## config.mk

```make
export PLATFORM = sky130hd
export DESIGN_NAME = psram_cr_seq
export DESIGN_NICKNAME = d
export VERILOG_FILES = /design/src/rtl/psram_cr_seq.sv
export SDC_FILE = /design/constraint.sdc
export NUM_CORES = 1
export LEC_CHECK = 0
export CAP_MARGIN = 20
export CORE_ASPECT_RATIO = 1.2
export CORE_UTILIZATION = 28
export CTS_CLUSTER_DIAMETER = 80
export CTS_CLUSTER_SIZE = 10
export DETAILED_ROUTE_END_ITERATION = 7
export PLACE_DENSITY = 0.54
export SYNTH_ARGS = -nofsm -noshare
export SYNTH_HDL_FRONTEND = slang
export SYNTH_SLANG_ARGS = --single-unit
```

## constraint.sdc

```tcl
create_clock -name apb_pclk -period 6.8 [get_ports apb_pclk]
set_input_delay 0.68 -clock apb_pclk [delete_from_list [all_inputs] [get_ports apb_pclk]]
set_output_delay 0.68 -clock apb_pclk [all_outputs]
set_load 0.02 [all_outputs]
```

## src/rtl/psram_cr_seq.sv

```systemverilog
// psram_cr_seq
// Runs the PSRAM software configuration-register access sequence on the
// asynchronous 16-bit PSRAM bus. Each request makes five accesses, all at the
// latched max address:
//   READ, READ, WRITE 16'h0000, WRITE select code, DATA.
// The DATA access is a WRITE of the CR data or a READ of the CR.
// Completion is signalled by a one-cycle dt_ack.
//
// Ports
//   apb_pclk      clock, shared with the APB slave
//   clr           synchronous active-high reset
//   dt_req        access request, held high by upstream until dt_ack
//   dt_ack        one-cycle completion pulse, data_from_cr valid with it
//   dt_rw         1 = CR write, 0 = CR read
//   data_to_cr    CR write data, [15:0] used
//   reg_addr      CR select code, [15:0] used
//   max_addr      PSRAM max address, [ADDR_W-1:0] used (ADDR_W <= 32)
//   data_from_cr  {16'h0, read data or write echo}, held until next ack
//   mem_addr      PSRAM word address
//   mem_dq_o      PSRAM write data
//   mem_dq_i      PSRAM read data
//   mem_dq_oe     drive enable for mem_dq_o
//   mem_ce_n, mem_oe_n, mem_we_n, mem_lb_n, mem_ub_n   active-low strobes
module psram_cr_seq #(
   parameter int ADDR_W   = 24,
   parameter int T_SETUP  = 1,
   parameter int T_ACTIVE = 4,
   parameter int T_HOLD   = 1,
   parameter int T_GAP    = 2
) (
   input  logic              apb_pclk,
   input  logic              clr,
   input  logic              dt_req,
   output logic              dt_ack,
   input  logic              dt_rw,
   input  logic [31:0]       data_to_cr,
   input  logic [31:0]       reg_addr,
   input  logic [31:0]       max_addr,
   output logic [31:0]       data_from_cr,
   output logic [ADDR_W-1:0] mem_addr,
   output logic [15:0]       mem_dq_o,
   input  logic [15:0]       mem_dq_i,
   output logic              mem_dq_oe,
   output logic              mem_ce_n,
   output logic              mem_oe_n,
   output logic              mem_we_n,
   output logic              mem_lb_n,
   output logic              mem_ub_n
);

   localparam int T_MAX_SA = (T_SETUP > T_ACTIVE) ? T_SETUP : T_ACTIVE;
   localparam int T_MAX_HG = (T_HOLD > T_GAP) ? T_HOLD : T_GAP;
   localparam int T_MAX    = (T_MAX_SA > T_MAX_HG) ? T_MAX_SA : T_MAX_HG;
   // The timer counts from T_x-1 down to 0, so it never has to hold T_MAX itself.
   localparam int TW       = (T_MAX < 2) ? 1 : $clog2(T_MAX);

   localparam logic [TW-1:0] LD_SETUP  = TW'(T_SETUP - 1);
   localparam logic [TW-1:0] LD_ACTIVE = TW'(T_ACTIVE - 1);
   localparam logic [TW-1:0] LD_HOLD   = TW'(T_HOLD - 1);
   localparam logic [TW-1:0] LD_GAP    = TW'(T_GAP - 1);
   localparam logic [2:0]    LAST_STEP = 3'd4;

   typedef enum logic [2:0] {
      S_IDLE,
      S_SETUP,
      S_ACTIVE,
      S_HOLD,
      S_GAP,
      S_ACK
   } state_t;

   state_t            r_state;
   state_t            w_state_n;
   logic [2:0]        r_step;
   logic [2:0]        w_step_n;
   logic [TW-1:0]     r_tmr;
   logic [TW-1:0]     w_tmr_n;
   logic              w_tmr_done;
   logic              w_accept;
   logic              w_sample;
   logic              w_load_dq;
   logic              w_busy_n;
   logic              w_wr_n;

   // Request values captured at acceptance; used for the whole sequence.
   logic              r_rw;
   logic [15:0]       r_sel;
   logic [15:0]       r_wdata;
   logic [15:0]       r_rdata;

   logic              r_ack;
   logic [15:0]       r_dout;
   logic [ADDR_W-1:0] r_addr;
   logic [15:0]       r_dq_o;
   logic              r_dq_oe;
   logic              r_ce_n;
   logic              r_oe_n;
   logic              r_we_n;

   // Only the low bits of the 32-bit APB-side buses are consumed.
   logic              w_unused;
   assign w_unused = ^{data_to_cr, reg_addr, max_addr};

   // Steps 2 and 3 always write; step 4 writes only for a CR write.
   function automatic logic f_is_wr(input logic [2:0] step, input logic rw);
      return (step == 3'd2) || (step == 3'd3) || ((step == LAST_STEP) && rw);
   endfunction

   function automatic logic [15:0] f_wr_data(input logic [2:0] step,
                                             input logic [15:0] sel,
                                             input logic [15:0] wdata);
      logic [15:0] d;
      d = 16'h0000;
      case (step)
         3'd3:    d = sel;
         3'd4:    d = wdata;
         default: d = 16'h0000;
      endcase
      return d;
   endfunction

   always_comb begin
      w_state_n  = r_state;
      w_step_n   = r_step;
      w_tmr_n    = r_tmr;
      w_accept   = 1'b0;
      w_sample   = 1'b0;
      w_tmr_done = (r_tmr == '0);

      case (r_state)
         S_IDLE: begin
            if (dt_req) begin
               w_state_n = S_SETUP;
               w_step_n  = 3'd0;
               w_tmr_n   = LD_SETUP;
               w_accept  = 1'b1;
            end
         end
         S_SETUP: begin
            if (w_tmr_done) begin
               w_state_n = S_ACTIVE;
               w_tmr_n   = LD_ACTIVE;
            end else begin
               w_tmr_n = r_tmr - TW'(1);
            end
         end
         S_ACTIVE: begin
            if (w_tmr_done) begin
               w_state_n = S_HOLD;
               w_tmr_n   = LD_HOLD;
               // Read data is captured on the edge that ends the strobe.
               w_sample  = (r_step == LAST_STEP) && !r_rw;
            end else begin
               w_tmr_n = r_tmr - TW'(1);
            end
         end
         S_HOLD: begin
            if (w_tmr_done) begin
               w_state_n = S_GAP;
               w_tmr_n   = LD_GAP;
            end else begin
               w_tmr_n = r_tmr - TW'(1);
            end
         end
         S_GAP: begin
            if (w_tmr_done) begin
               if (r_step == LAST_STEP) begin
                  w_state_n = S_ACK;
               end else begin
                  w_state_n = S_SETUP;
                  w_step_n  = r_step + 3'd1;
                  w_tmr_n   = LD_SETUP;
               end
            end else begin
               w_tmr_n = r_tmr - TW'(1);
            end
         end
         S_ACK: begin
            w_state_n = S_IDLE;
         end
         default: begin
            w_state_n = S_IDLE;
         end
      endcase

      // Bus strobes are registered from the next state so the pins come
      // straight off flops and line up with the state they belong to.
      // On acceptance the next step is 0, a read, so the stale r_rw is harmless.
      w_busy_n  = (w_state_n == S_SETUP) || (w_state_n == S_ACTIVE) ||
                  (w_state_n == S_HOLD);
      w_wr_n    = f_is_wr(w_step_n, r_rw);
      w_load_dq = (w_state_n == S_SETUP) && (r_state != S_SETUP);
   end

   always_ff @(posedge apb_pclk) begin
      if (clr) begin
         r_state <= S_IDLE;
         r_step  <= 3'd0;
         r_tmr   <= '0;
         r_ack   <= 1'b0;
         r_dout  <= 16'h0000;
         r_addr  <= '0;
         r_dq_o  <= 16'h0000;
         r_dq_oe <= 1'b0;
         r_ce_n  <= 1'b1;
         r_oe_n  <= 1'b1;
         r_we_n  <= 1'b1;
      end else begin
         r_state <= w_state_n;
         r_step  <= w_step_n;
         r_tmr   <= w_tmr_n;
         r_ack   <= (w_state_n == S_ACK);
         r_ce_n  <= !w_busy_n;
         r_dq_oe <= w_busy_n && w_wr_n;
         r_oe_n  <= !((w_state_n == S_ACTIVE) && !w_wr_n);
         r_we_n  <= !((w_state_n == S_ACTIVE) && w_wr_n);
         if (w_accept) begin
            r_addr <= max_addr[ADDR_W-1:0];
         end
         if (w_load_dq) begin
            r_dq_o <= f_wr_data(w_step_n, r_sel, r_wdata);
         end
         if (w_state_n == S_ACK) begin
            r_dout <= r_rw ? r_wdata : r_rdata;
         end
      end
   end

   // Request capture and read data: only consumed under FSM control.
   always_ff @(posedge apb_pclk) begin
      if (w_accept) begin
         r_rw    <= dt_rw;
         r_sel   <= reg_addr[15:0];
         r_wdata <= data_to_cr[15:0];
      end
      if (w_sample) begin
         r_rdata <= mem_dq_i;
      end
   end

   assign dt_ack       = r_ack;
   assign data_from_cr = {16'h0000, r_dout};
   assign mem_addr     = r_addr;
   assign mem_dq_o     = r_dq_o;
   assign mem_dq_oe    = r_dq_oe;
   assign mem_ce_n     = r_ce_n;
   assign mem_lb_n     = r_ce_n;
   assign mem_ub_n     = r_ce_n;
   assign mem_oe_n     = r_oe_n;
   assign mem_we_n     = r_we_n;

endmodule

```

======== Word-level counts from Yosys, hierarchy flattened ========
Cells that the tools add are included.
storage, ports and cells
  bits in read-only memories .............. 0
  flip-flop bits (word level) ............. 118
  output and inout port bits .............. 79
  latch bits .............................. 0
  memory bits (writable) .................. 0
  memories ................................ 0
cells by class
  bitwise gates (word level) .............. 0
  $mul .................................... 0
  reductions and logical operators ........ 19
  divide/modulo/power cells ............... 0
  add/sub/neg operators ................... 2
  equality and inequality tests ........... 15
  mux-type cells .......................... 24
  shift operators ......................... 0
  magnitude comparators ................... 0
operators by type and width
  cell                                                  count
  one-hot mux 16 bit (2 select lines)                   1
  two-way mux 3 bit                                     9
  equality test 3 x 2 -> 1 bit (second input constant)  6
  two-way mux 16 bit                                    1
  one-hot mux 3 bit (5 select lines)                    1
  equality test 3 bit (second input constant)           4
  two-way mux 2 bit                                     6
  one-hot mux 2 bit (5 select lines)                    1
  equality test 3 x 1 -> 1 bit (second input constant)  2
  logical AND 1 bit                                     6
  one-hot mux 3 bit (2 select lines)                    1
  zero test 1 bit                                       5
  nonzero test 5 bit                                    1
  logical OR 1 bit                                      4
  two-way mux 1 bit                                     4
  adder 3 x 1 -> 3 bit (second input constant)          1
  zero test 3 bit                                       1
  != test 3 x 1 -> 1 bit (second input constant)        1
  != test 3 bit (second input constant)                 1
  AND reduction 3 bit                                   1
  zero test 2 bit                                       1
  != test 2 bit (second input constant)                 1
  subtractor 2 x 1 -> 2 bit (second input constant)     1

======== Logic depth before layout (Yosys ltp) ========
Gate-level depths: netlist of run 1.
  word-level depth ........................ 10
  mapped depth ............................ 10
  gate-level depth less buffers ........... 7

======== Worst setup path before layout of run 1 ========
No wires, ideal clock.
  kind .................................... register to register
  from .................................... register r_rw
  to ...................................... register r_rdata[0], enable pin
  path slack .............................. 3.579 ns
  library setup time ...................... 0.436 ns
  data arrival time ....................... 2.785 ns
  data required time ...................... 6.364 ns
  cell stages (with the launch flop) ...... 4
  buffers on the path ..................... 2
  path through ............................ edfxtp_1 -> clkbuf_1 -> clkbuf_1 -> nor4b_1
on the way
  cells in the longest elaborated chain, start to end .. 4
RTL lines
  element                 RTL line  text
  from (decl)             86        logic r_rw;
  from (signal assigned)  232       r_rw <= dt_rw;
  zero test 1 bit         152       w_sample = (r_step == LAST_STEP) && !r_rw;
  logical AND 1 bit       152
  two-way mux 1 bit       148       if (w_tmr_done) begin
  two-way mux 1 bit       130       case (r_state)
  net w_sample            80        logic w_sample;
  to (signal assigned)    237       r_rdata <= mem_dq_i;
  to (decl)               89        logic [15:0] r_rdata;
The timed path passes the listed nets, and every way through them passes these cells.
A chain may end at the register's enable or synchronous reset.

======== Final worst setup path of run 1 ========
  from .................................... register r_state[2]
  to ...................................... register r_dq_o[9] (netlist: mem_dq_o[9])
on the way
  cells in the longest elaborated chain, start to end .. 4
  elaborated cells between the ends (all ways) .. 18
  classes of those cells .................. eq/ne (8); mux (8); reduce/logical (2)
RTL lines
  element                                                                                   RTL line  text
  from (decl)                                                                               72        state_t r_state;
  from (signal assigned)                                                                    209       r_state <= w_state_n;
  equality test 3 bit, or another cell as far along                                         130
  one-hot mux 3 bit (2 select lines) or one-hot mux 3 bit (5 select lines) (tied branches)  130
  equality test 3 bit, or another cell as far along                                         114       case (step)
  one-hot mux 16 bit (2 select lines) or logical AND 1 bit (tied branches)                  114, 192
  to (signal assigned)                                                                      221       r_dq_o <= f_wr_data(w_step_n, r_sel, r_wdata);
  to (decl)                                                                                 94        logic [15:0] r_dq_o;
Parallel ways exist; a longest one is shown, timed or not.

==> flow_metrics.env, run 1 <==
export IMPL_status="completed"
export IMPL_powerDensity_nw_per_um2=363
export IMPL_use_met3_pct=4.03
export IMPL_port_buffers=138
export IMPL_clock_latency_ns=0.41
export IMPL_io_pins=195
export IMPL_startpoint_type="flip-flop"
export IMPL_grt_antenna_before_repair=0
export IMPL_vias=3756
export IMPL_core_area_um2=17500
export IMPL_r2r_end="mem_dq_o[9]$_SDFFE_PP0P_"
export IMPL_clockPowerShare_pct=36.0
export IMPL_r2r_slack_ns=3.59
export IMPL_synthTopCellsByCount="dfxtp_1, nand2_1, edfxtp_1"
export IMPL_combPwrFrac_pct=27.6
export IMPL_start_util_pct=28.5
export IMPL_wl_um=13000
export IMPL_ys_ff_latch=118
export IMPL_htreeDepth=4
export IMPL_synth_top_cell_by_area="edfxtp_1"
export IMPL_maxCapViolations=0
export IMPL_holdCritStartpoint="mem_addr[20]$_SDFFE_PP0P_"
export IMPL_pwr_share_seq_pct=36.3
export IMPL_fin_crit_ns=3.21
export IMPL_hold_viol=0
export IMPL_gr_total_overflow=0
export IMPL_drive_gt1_share_pct=11.1
export IMPL_die_area_um2=18400
export IMPL_cts_path_max_buffers=2
export IMPL_cts_made_buffers=17
export IMPL_grt_start_max_net_pins=66
export IMPL_syn2layout_area_growth_pct=41.4
export IMPL_finalSetupTns_ns=0
export IMPL_cts_tree="built"
export IMPL_synth_ff_type="dfxtp_1"
export IMPL_met1_usage_pct=17.8
export IMPL_hold_end="mem_addr[20]$_SDFFE_PP0P_"
export IMPL_hpwl_um=8920
export IMPL_grt_busiest_layer="met2"
export IMPL_grt_pass1_wl_um=20300
export IMPL_placed_area_um2=6410
export IMPL_synth_seq_area_share_pct=57.1
export IMPL_p_sw_share_pct=31.2
export IMPL_cp_max_fo=33
export IMPL_postCtsHoldBufs=0
export IMPL_synth_area_um2=4990
export IMPL_end_kind="flip-flop"
export IMPL_required_ns=7.12
export IMPL_cts_root_buf="clkbuf_16"
export IMPL_final_antenna_net_count=0
export IMPL_finalInstanceArea_um2=7060
export IMPL_crit_type="flip-flop to flip-flop"
export IMPL_async_flop_share_pct=0
export IMPL_setup_viol=0
export IMPL_r2r_cells=5
export IMPL_rsz0062_at_grt="false"
export IMPL_post_cts_resized=0
export IMPL_period_share_pct=47.2
export IMPL_netlist_area_leader_share_pct=29.5
export IMPL_crit_start="r_state[2]$_SDFF_PP0_"
export IMPL_synth_avg_cell_area_um2=11.4
export IMPL_worst_slew_pin_slew_ns=1.02
export IMPL_timing_rr_start="r_state[2]$_SDFF_PP0_"
export IMPL_synth_cells=439
export IMPL_synth_area_leaders="edfxtp_1, dfxtp_1, a311oi_1, a21oi_1, nand2_1"
export IMPL_die_h_um=148
export IMPL_worstHoldPathType="flip-flop to flip-flop"
export IMPL_drc_errors=0
export IMPL_maxSlewHeadroom_pct=31.9
export IMPL_vdd_ir_drop_max_uv=185
export IMPL_nets=686
export IMPL_fmax_mhz=311
export IMPL_num_antenna_cells=0
export IMPL_gp_congestion=0.763
export IMPL_drtIter0Drc=153
export IMPL_cts_reportedPaths_clkPinSlew_ns=0.05
export IMPL_viasPerCell=4.71
export IMPL_skew_ns=0.00587
export IMPL_synth_edf_count=49
export IMPL_synth_cell_types=57
export IMPL_intPower_mw=1.76
export IMPL_p_sw_uw=800
export IMPL_p_leak_nw=2.44
export IMPL_final_max_slew_viol_count=0
export IMPL_cts_setup_buffers=0
export IMPL_holdPathStages=2
export IMPL_grt_usage_pct=14.9
export IMPL_grt_use_met2_pct=24.8
export IMPL_die_x_um=124
export IMPL_rows=53
export IMPL_yosysWarnings=0
export IMPL_first_global_vias=3722
export IMPL_drt_first_pass_iters=4
export IMPL_wl_per_cell_um=16.3
export IMPL_arrival_ns=3.53
export IMPL_clock_sinks=118
export IMPL_post_synth_top_count_cell="dfxtp_1"
[worst max-delay path by stage]
stage | to | slack [ns] | cells after the start
2_1_floorplan | r_rdata[0]$_DFFE_PP_ | 3.58 | 3
3_3_place_gp | mem_dq_o[2]$_SDFFE_PP0P_ | 3.44 | 6
3_5_place_dp | mem_dq_o[8]$_SDFFE_PP0P_ | 3.34 | 6
4_1_cts | mem_dq_o[8]$_SDFFE_PP0P_ | 3.56 | 5
5_1_grt | mem_dq_o[4]$_SDFFE_PP0P_ | 3.21 | 5
6_report | mem_dq_o[9]$_SDFFE_PP0P_ | 3.59 | 5
[state kept, by name, summed over array words and instances (netlist names), 2 cells and up]
signal    flops
r_state       3
r_dout       16
r_sel        16
r_tmr         2
mem_dq_o     16
r_step        3
r_wdata      16
r_rdata      16
mem_addr     24
[placed cells by master (no fill, tap or decap), drive strengths merged, types with 3 or more instances in the layout]
master and n:
a21oi 42, a221oi 16, a22oi 3, a311oi 32, buf 7, bufinv 3, clkbuf 20, clkdlybuf4s50 137
clkinv 5, clkinvlp 4, conb 16, dfxtp 69, edfxtp 49, ha 6, inv 24, mux2i 19
nand2 53, nand2b 3, nand3 19, nor2 11, nor3 5
[kinds of logic (layout without fill, tap and decap cells)]
logic type / Yosys count / count (layout) / share of synthesized area [%]
muxes: 21 / 21 / 4.26
buffers and inverters: 77 / 200 / 8.40
other: 1 / 16 / 0.0751
DFF: 118 / 118 / 57.1
adders and majority gates: 6 / 6 / 1.50
and+or+nand+nor: 104 / 104 / 10.0
xor gates and xnor gates: 1 / 1 / 0.175
AOI/OAI and AO/OA: 111 / 111 / 18.4
[per-stage QoR]
| stage | hold slack (ns) | util [%] | power (mW) | setup slack (ns) | std cells |
|---|---|---|---|---|---|
| 5_1_grt | 0.475 | 40.3 | 2.69 | 3.21 | 797 |
| 2_1_floorplan | 0.490 | - | 1.39 | 3.58 | 454 |
| 3_5_place_dp | 0.446 | 36.6 | 1.66 | 3.34 | 764 |
| 3_3_place_gp | 0.444 | 36.6 | 1.64 | 3.44 | 764 |
| 4_1_cts | 0.453 | 40.2 | 2.60 | 3.56 | 796 |
| 6_report | 0.453 | 40.3 | 2.56 | 3.59 | 797 |
[cell type report]
| cell class | instances | area [µm²] |
|---|---|---|
| Multi-Input combinational cell | 259 | 1780 |
| Clock inverter | 12 | 151 |
| Sequential cell | 118 | 2850 |
| Timing Repair Buffer | 144 | 1440 |
| Fill cell | 1699 | 10400 |
| Tap cell | 220 | 275 |
| Clock buffer | 20 | 467 |
| Inverter | 24 | 90.1 |
[worst max-delay path: stages, from the launching register on]
cell	delay (ns)
dfxtp_1	0.68
inv_1	0.24
nor3_1	0.42
a22o_2	0.63
nand2b_1	0.66
a221oi_2	0.47
[metal layers]
metal	vias to the layer above	routed length, µm
met4	0	299
met5	-	0
li1	1833	-
met1	1789	5640
met2	112	6590
met3	22	499
[power groups by stage]
| stage | Clock (mW) | Sequential, mW | Combinational (mW) |
|---|---|---|---|
| global placement | 0 | 0.943 | 0.696 |
| global route | 0.980 | 0.945 | 0.766 |
| CTS | 0.951 | 0.931 | 0.713 |
| floorplan | 0 | 0.996 | 0.390 |
| finish | 0.922 | 0.930 | 0.707 |
| detailed placement | 0 | 0.945 | 0.711 |
Power figures use the tool's default switching activity.
==> run 2: changes to the inputs <==
- clock period: 6.8 -> 3.1 ns (I/O delays scaled with it)
==> flow_metrics.env, run 2 (synthesis gave the netlist of run 1 again) <==
export IMPL_finalSetupTns_ns=0
export IMPL_mostFrequentLayoutCells="clkdlybuf4s50_1, dfxtp_1, nand2_1, edfxtp_1, a21oi_1"
export IMPL_cts_setup_buffers=0
export IMPL_maxSlewHeadroom_pct=39.6
export IMPL_cts_tree="built"
export IMPL_hold_end="r_state[2]$_SDFF_PP0_"
export IMPL_start_util_pct=28.5
export IMPL_r2r_end="mem_dq_o[2]$_SDFFE_PP0P_"
export IMPL_holdPathStages=2
export IMPL_skew_ns=0.00466
export IMPL_vdd_ir_drop_max_uv=326
export IMPL_hold_viol=0
export IMPL_required_ns=3.41
export IMPL_first_global_vias=3628
export IMPL_grt_pass1_wl_um=19900
export IMPL_core_area_um2=17500
export IMPL_io_pins=195
export IMPL_period_share_pct=87.6
export IMPL_routed_top_layer="met4"
export IMPL_viasPerCell=4.73
export IMPL_met1_length_um=5440
export IMPL_cts_root_buf="clkbuf_16"
export IMPL_gp_congestion=0.745
export IMPL_startpoint_type="flip-flop"
export IMPL_fin_crit_ns=2.72
export IMPL_die_h_um=148
export IMPL_rsz0062_at_grt="false"
export IMPL_dp_cells=771
export IMPL_cts_made_buffers=17
export IMPL_status="completed"
export IMPL_p_leak_nw=2.48
export IMPL_r2r_cells=5
export IMPL_worst_slew_pin_slew_ns=0.906
export IMPL_clock_sinks=118
export IMPL_drive_gt1_share_pct=11.5
export IMPL_post_cts_resized=0
export IMPL_grt_usage_pct=14.7
export IMPL_rows=53
export IMPL_arrival_ns=3.03
export IMPL_postCtsHoldBufs=0
export IMPL_nets=692
export IMPL_final_common_cell="clkdlybuf4s50_1"
export IMPL_port_buffers=138
export IMPL_gr_total_overflow=0
export IMPL_holdCritStartpoint="clr"
export IMPL_end_kind="flip-flop"
export IMPL_wl_met3_um=507
export IMPL_grt_antenna_before_repair=0
export IMPL_cp_max_fo=16
export IMPL_grt_start_max_net_pins=34
export IMPL_wl_met2_um=6780
export IMPL_num_antenna_cells=0
export IMPL_hpwl_um=9300
export IMPL_r2r_slack_ns=0.38
export IMPL_maxCapViolations=0
export IMPL_final_antenna_net_count=0
export IMPL_die_area_um2=18400
export IMPL_drt_first_pass_iters=4
export IMPL_stdcell_count=803
export IMPL_cts_path_max_buffers=2
export IMPL_die_x_um=124
export IMPL_worstHoldPathType="primary input to flip-flop"
export IMPL_drtIter0Drc=190
export IMPL_crit_type="flip-flop to flip-flop"
export IMPL_timing_rr_start="r_state[2]$_SDFF_PP0_"
export IMPL_drc_errors=0
export IMPL_cts_reportedPaths_clkPinSlew_ns=0.05
export IMPL_fmax_mhz=368
export IMPL_htreeDepth=4
export IMPL_wl_um=13000
export IMPL_final_max_slew_viol_count=0
export IMPL_syn2layout_area_growth_pct=42.8
export IMPL_setup_viol=0
export IMPL_p_total_mw=5.75
export IMPL_clock_latency_ns=0.41
export IMPL_wl_per_cell_um=16.2
export IMPL_powerDensity_nw_per_um2=806
export IMPL_vias=3795
export IMPL_largest_reg_flops=24
[run 2: cell count changes in the layout (fill, tap and decap cells not counted), sizes merged]
cell / change
inv: +1
bufinv: +2
clkinv: -3
buf: +6
[run 2: critical path, stage by stage (launching register included)]
cell	delay, ns
dfxtp_1	0.69
inv_1	0.25
nor3_1	0.47
a22o_2	0.29
nand2b_1	0.47
a221oi_1	0.44
[run 2: worst max path at each step]
| stage | from | end |
|---|---|---|
| after floorplan | r_state[1]$_SDFF_PP0_ | r_rw$_DFFE_PP_ |
| after global placement | dt_req | mem_dq_o[2]$_SDFFE_PP0P_ |
| after detailed placement | r_state[2]$_SDFF_PP0_ | mem_dq_o[0]$_SDFFE_PP0P_ |
| after CTS | r_state[2]$_SDFF_PP0_ | mem_dq_o[0]$_SDFFE_PP0P_ |
| after global routing | r_state[2]$_SDFF_PP0_ | mem_dq_o[4]$_SDFFE_PP0P_ |
| final | r_state[2]$_SDFF_PP0_ | mem_dq_o[2]$_SDFFE_PP0P_ |
[run 2: power breakdown]
group          internal, mW  leakage [nW]  switching (mW)  total [mW]
combinational         0.684          1.16           0.899        1.58
clock                  1.43         0.295           0.692        2.12
sequential             1.88          1.02           0.167        2.04
total                  3.99          2.48            1.76        5.75
[run 2: layer usage]
layer,up-vias,global-route usage (%)
met1,1825,17.0
met5,-,0
li1,1843,-
met3,21,3.45
met4,0,7.50
met2,106,24.8
[run 2: area by class of cell]
type / instances / area (µm²)
clock buffer: 20 / 437
clock inverter: 12 / 201
fill: 1706 / 10400
inverter: 24 / 90.1
multi-input combinational: 259 / 1790
sequential: 118 / 2850
tap: 220 / 275
timing repair buffer: 150 / 1480
[run 2: per-stage QoR]
| step | hold WS [ns] | setup slack (ns) | util [%] | area, µm² |
|---|---|---|---|---|
| after floorplan | 0.407 | 0.471 | - | 5050 |
| after global placement | 0.444 | 0.523 | 37.1 | 6490 |
| after detailed placement | 0.448 | 0.441 | 37.1 | 6490 |
| after CTS | 0.325 | 0.430 | 40.7 | 7130 |
| after global routing | 0.342 | 0.146 | 40.7 | 7130 |
| final | 0.350 | 0.383 | 40.7 | 7130 |
==> run 3: changes to the inputs <==
- ABC_CLOCK_PERIOD_IN_PS: unset -> 2800
- clock period: 3.1 -> 2.8 ns (I/O delays scaled with it)
==> flow_metrics.env, run 3 (synthesis gave the netlist of run 1 again) <==
export IMPL_skew_ns=0.00646
export IMPL_cp_top_family="compound AO/OA/AOI/OAI gates"
export IMPL_powerDensity_nw_per_um2=868
export IMPL_nets=694
export IMPL_final_common_cell="clkdlybuf4s50_1"
export IMPL_vdd_ir_drop_max_uv=412
export IMPL_die_area_um2=18400
export IMPL_worstHoldPathType="primary input to flip-flop"
export IMPL_drtIter0Drc=216
export IMPL_crit_chain="inv_1, ha_1, and4bb_2, mux2i_1, a2bb2oi_4, a311oi_1, a221oi_2"
export IMPL_crit_path_max_incr_delay_ns=0.47
export IMPL_core_area_um2=17500
export IMPL_period_share_pct=86.8
export IMPL_pwr_share_seq_pct=36.5
export IMPL_required_ns=3.13
export IMPL_hpwl_um=9190
export IMPL_crit_type="flip-flop to flip-flop"
export IMPL_p_sw_mw=2.00
export IMPL_grt_start_max_net_pins=38
export IMPL_cts_setup_buffers=0
export IMPL_drc_errors=0
export IMPL_grt_usage_pct=14.7
export IMPL_cts_reportedPaths_clkPinSlew_ns=0.06
export IMPL_final_antenna_net_count=0
export IMPL_rows=53
export IMPL_placed_area_um2=6520
export IMPL_finalSetupTns_ns=0
export IMPL_first_global_vias=3694
export IMPL_gr_total_overflow=0
export IMPL_vias=3751
export IMPL_viasPerCell=4.66
export IMPL_gp_congestion=0.748
export IMPL_start_util_pct=28.5
export IMPL_grt_pass1_wl_um=19900
export IMPL_clock_sinks=118
export IMPL_drt_first_pass_iters=4
export IMPL_maxCapViolations=0
export IMPL_p_leak_nw=2.48
export IMPL_cts_made_buffers=17
export IMPL_dp_cells=773
export IMPL_cts_root_buf="clkbuf_16"
export IMPL_cpMaxStageDelayCell="a2bb2oi_4"
export IMPL_hold_ws_ns=0.414
export IMPL_num_antenna_cells=0
export IMPL_arrival_ns=2.76
export IMPL_maxSlewHeadroom_pct=47.4
export IMPL_final_max_slew_viol_count=0
export IMPL_wl_per_cell_um=16.3
export IMPL_htreeDepth=4
export IMPL_clockPowerShare_pct=34.2
export IMPL_cts_tree="built"
export IMPL_p_sw_share_pct=32.4
export IMPL_stdcell_count=805
export IMPL_status="completed"
export IMPL_wl_um=13100
export IMPL_hold_viol=0
export IMPL_io_pins=195
export IMPL_fin_crit_ns=2.43
export IMPL_intPower_mw=4.17
export IMPL_fmax_mhz=411
export IMPL_grt_antenna_before_repair=0
export IMPL_syn2layout_area_growth_pct=42.2
export IMPL_end_kind="flip-flop"
export IMPL_cts_path_max_buffers=2
export IMPL_startpoint_type="flip-flop"
export IMPL_rsz0062_at_grt="false"
export IMPL_port_buffers=138
export IMPL_drive_gt1_share_pct=12.5
export IMPL_combPwrFrac_pct=29.3
export IMPL_clock_latency_ns=0.41
export IMPL_largest_reg_flops=24
export IMPL_cp_num_buf_inv=1
export IMPL_cp_max_fo=17
export IMPL_worst_slew_pin_slew_ns=0.789
export IMPL_finalInstanceArea_um2=7100
export IMPL_mostFrequentLayoutCells="clkdlybuf4s50_1, dfxtp_1, nand2_1, edfxtp_1, a21oi_1"
export IMPL_setup_viol=0
export IMPL_postCtsHoldBufs=0
export IMPL_die_x_um=124
export IMPL_post_cts_resized=0
export IMPL_die_h_um=148
[run 3: cell count changes in the layout (fill, tap and decap cells not counted)]
cell       before  now
clkbuf_16      17   18
clkbuf_1        3    0
clkinv_2        0    2
clkbuf_8        0    1
inv_6           1    2
clkinv_4        1    3
inv_4           0    1
clkinv_1        1    0
buf_4          11   12
buf_12          1    2
bufinv_16       5    1
[run 3: final timing paths]
path | from | endpoint | depth (start not counted) | slack, ns
worst min-delay path | max_addr[20] | mem_addr[20]$_SDFFE_PP0P_ | 3 | 0.41
worst min register to register | mem_addr[22]$_SDFFE_PP0P_ | mem_addr[22]$_SDFFE_PP0P_ | 2 | 0.45
worst max register to register | r_tmr[0]$_SDFFE_PP0P_ | mem_dq_o[10]$_SDFFE_PP0P_ | 7 | 0.37
worst max-delay path | r_tmr[0]$_SDFFE_PP0P_ | mem_dq_o[10]$_SDFFE_PP0P_ | 7 | 0.37
[run 3: cell type report]
class | instances | area [µm²]
multi-input combinational | 259 | 1790
inverter | 24 | 90.1
clock inverter | 13 | 120
sequential | 118 | 2850
tap | 220 | 275
fill | 1727 | 10400
timing repair buffer | 152 | 1510
clock buffer | 19 | 464
[run 3: layer usage]
layer,global-route usage (%),part of all wire (%)
met1,17.2,42
met4,7.98,2.9
met2,24.3,51
met5,0,0
met3,3.99,4.2
[run 3: metrics by stage]
step	worst slack (ns)	power, mW	utilization, %
3_5_place_dp	0.326	4.10	37.2
5_1_grt	0.126	6.44	40.6
4_1_cts	0.366	6.23	40.6
3_3_place_gp	0.315	4.07	37.2
2_1_floorplan	0.171	3.37	-
6_report	0.369	6.16	40.6
[run 3: worst min-delay path, delay by kind of cell]
family                 cells  cell delay, ns
AO/OA/AOI/OAI              1            0.05
buffers and inverters      1            0.39
AND/OR/NAND/NOR            1            0.06
[run 3: power by group through the flow]
stage,combinational [mW],clock (mW),sequential [mW]
global route,1.95,2.22,2.28
CTS,1.82,2.16,2.25
global placement,1.80,0,2.27
floorplan,0.950,0,2.42
detailed placement,1.82,0,2.28
finish,1.81,2.11,2.25
==> RTL edit, RTL diff (config.mk and constraints of run 2) <==
The parameter `T_ACTIVE` goes from 4 to 8.
--- a/src/rtl/psram_cr_seq.sv
+++ b/src/rtl/psram_cr_seq.sv
@@ -24,7 +24,7 @@
 module psram_cr_seq #(
    parameter int ADDR_W   = 24,
    parameter int T_SETUP  = 1,
-   parameter int T_ACTIVE = 4,
+   parameter int T_ACTIVE = 8,
    parameter int T_HOLD   = 1,
    parameter int T_GAP    = 2
 ) (
Behaviour: not the same (a bounded check fails within 10 cycles, from zero or initial values).
==> RTL edit against run 2 <==
Setup slack better by 0.23 ns; design area is 6.0% lower; hold slack worse by 0.044 ns; critical endpoint is now mem_dq_o[8]$_SDFFE_PP0P_; routed wire length is 14% lower; power is 13% lower; clock skew is 0.0084 ns higher; sequential cell count is 1 higher; synthesized area is 8.3% lower; largest cell class unchanged.
==> RTL edit: results (changes against run 2) <==
| Metric | Value |
|---|---|
| Seq/Total Area, Yosys | `0.627 (was 0.571)` |
| Total leakage power | `2.42 nW (was 2.48 nW)` |
| Area of the mapped netlist | `4580 um2 (was 4990 um2)` |
| Worst slack, placed | `0.648 ns (was 0.441 ns)` |
| Adder-cell share of the synthesized area | `0.00547 (was 0.0150)` |
| Worst rel slew slack | `0.531 (was 0.396)` |
| XOR/XNOR share of the synthesized area | `0.00191 (was 0.00175)` |
| Worst VDD drop | `0.000354 V (was 0.000326 V)` |
| GRT Overall Usage | `0.138 (was 0.147)` |
| Cells after DPL | `725 (was 771)` |
| GPL Wtd Cong | `0.806 (was 0.745)` |
| Slowest CP cell | `a2111oi_4 (was dfxtp_1)` |
| Final HPWL DP | `7.61 mm (was 9.30 mm)` |
| Global-route wire length before repair | `17.8 mm (was 19.9 mm)` |
| Post-synthesis mux area share | `0.0374 (was 0.0426)` |
| Post-synthesis cell type count | `45 (was 57)` |
| Status | `finished, final reports clean (unchanged)` |
| Largest cells by area after synthesis | `edfxtp_1 32%, dfxtp_1 31%, nand2_1 4.8% (was edfxtp_1 29%, dfxtp_1 28%, a311oi_1 5.6%)` |
| WL final | `11.3 mm (was 13.0 mm)` |
| CP arrival | `2.83 ns (was 3.03 ns)` |
| Most instantiated cells after synthesis | `70 x dfxtp_1, 58 x nand2_1, 49 x edfxtp_1 (was 69 x dfxtp_1, 52 x nand2_1, 49 x edfxtp_1)` |
| Worst R2R End | `mem_dq_o[8]$_SDFFE_PP0P_ (was mem_dq_o[2]$_SDFFE_PP0P_)` |
| Initial DRC Count | `87 (was 190)` |
| Flop2flop setup slack | `0.61 ns (was 0.38 ns)` |
| Number of global-route vias before repair | `3390 (was 3628)` |
| Vias/cell | `4.45 (was 4.73)` |
| Final std cells w/o fill | `757 (was 803)` |
| P_comb | `0.000971 W (was 0.00158 W)` |
| FF-to-FF Start | `r_step[0]$_SDFF_PP0_ (was r_state[2]$_SDFF_PP0_)` |
| CP max stage delay | `0.51 ns (was 0.69 ns)` |
| Worst Hold End | `r_step[0]$_SDFF_PP0_ (was r_state[2]$_SDFF_PP0_)` |
| Worst r2r path cells | `8 (was 5)` |
| Final nets | `654 (was 692)` |
| P_clk | `0.00200 W (was 0.00212 W)` |
RTL edit: worst max-delay path: cells and delay by family (launching register included):
family | cells | cell delay (ns)
AOI/OAI and AO/OA | 3 | 1.06
DFF | 1 | 0.35
adders and majority gates | 1 | 0.26
and+or+nand+nor | 2 | 0.35
buffers and inverters | 2 | 0.38
RTL edit: final cells by class:
type | count | area [um2]
Fill cell | 1530 | 9070
Sequential cell | 119 | 2870
Multi-Input combinational cell | 247 | 1500
Timing Repair Buffer | 146 | 1440
Clock buffer | 21 | 460
Tap cell | 208 | 260
Clock inverter | 11 | 148
Inverter | 5 | 18.8
RTL edit: metal layers:
layer | vias up | track usage | share of wire
met4 | 0 | 0.0546 | 0.013
met1 | 1579 | 0.163 | 0.43
met3 | 10 | 0.0337 | 0.048
met2 | 111 | 0.240 | 0.51
li1 | 1672 | - | -
met5 | - | 0 | 0
RTL edit: cell families after synthesis:
family,after synthesis
AND/OR/NAND/NOR,126
flip-flops,119
AO/OA/AOI/OAI,85
buffers and inverters,46
multiplexers,17
adder cells (fa/ha/maj),2
other,1
XOR/XNOR,1
RTL edit: how the worst max path moves through the flow:
stage,endpoint,slack (ns),cells after the start,start
5_1_grt,mem_dq_o[8]$_SDFFE_PP0P_,0.45,8,r_step[0]$_SDFF_PP0_
4_1_cts,mem_dq_o[8]$_SDFFE_PP0P_,0.60,8,r_step[0]$_SDFF_PP0_
2_1_floorplan,r_rdata[0]$_DFFE_PP_,0.04,3,r_rw$_DFFE_PP_
3_5_place_dp,mem_dq_o[1]$_SDFFE_PP0P_,0.65,8,r_step[0]$_SDFF_PP0_
6_report,mem_dq_o[8]$_SDFFE_PP0P_,0.61,8,r_step[0]$_SDFF_PP0_
3_3_place_gp,mem_we_n$_SDFF_PP1_,0.68,7,r_step[0]$_SDFF_PP0_
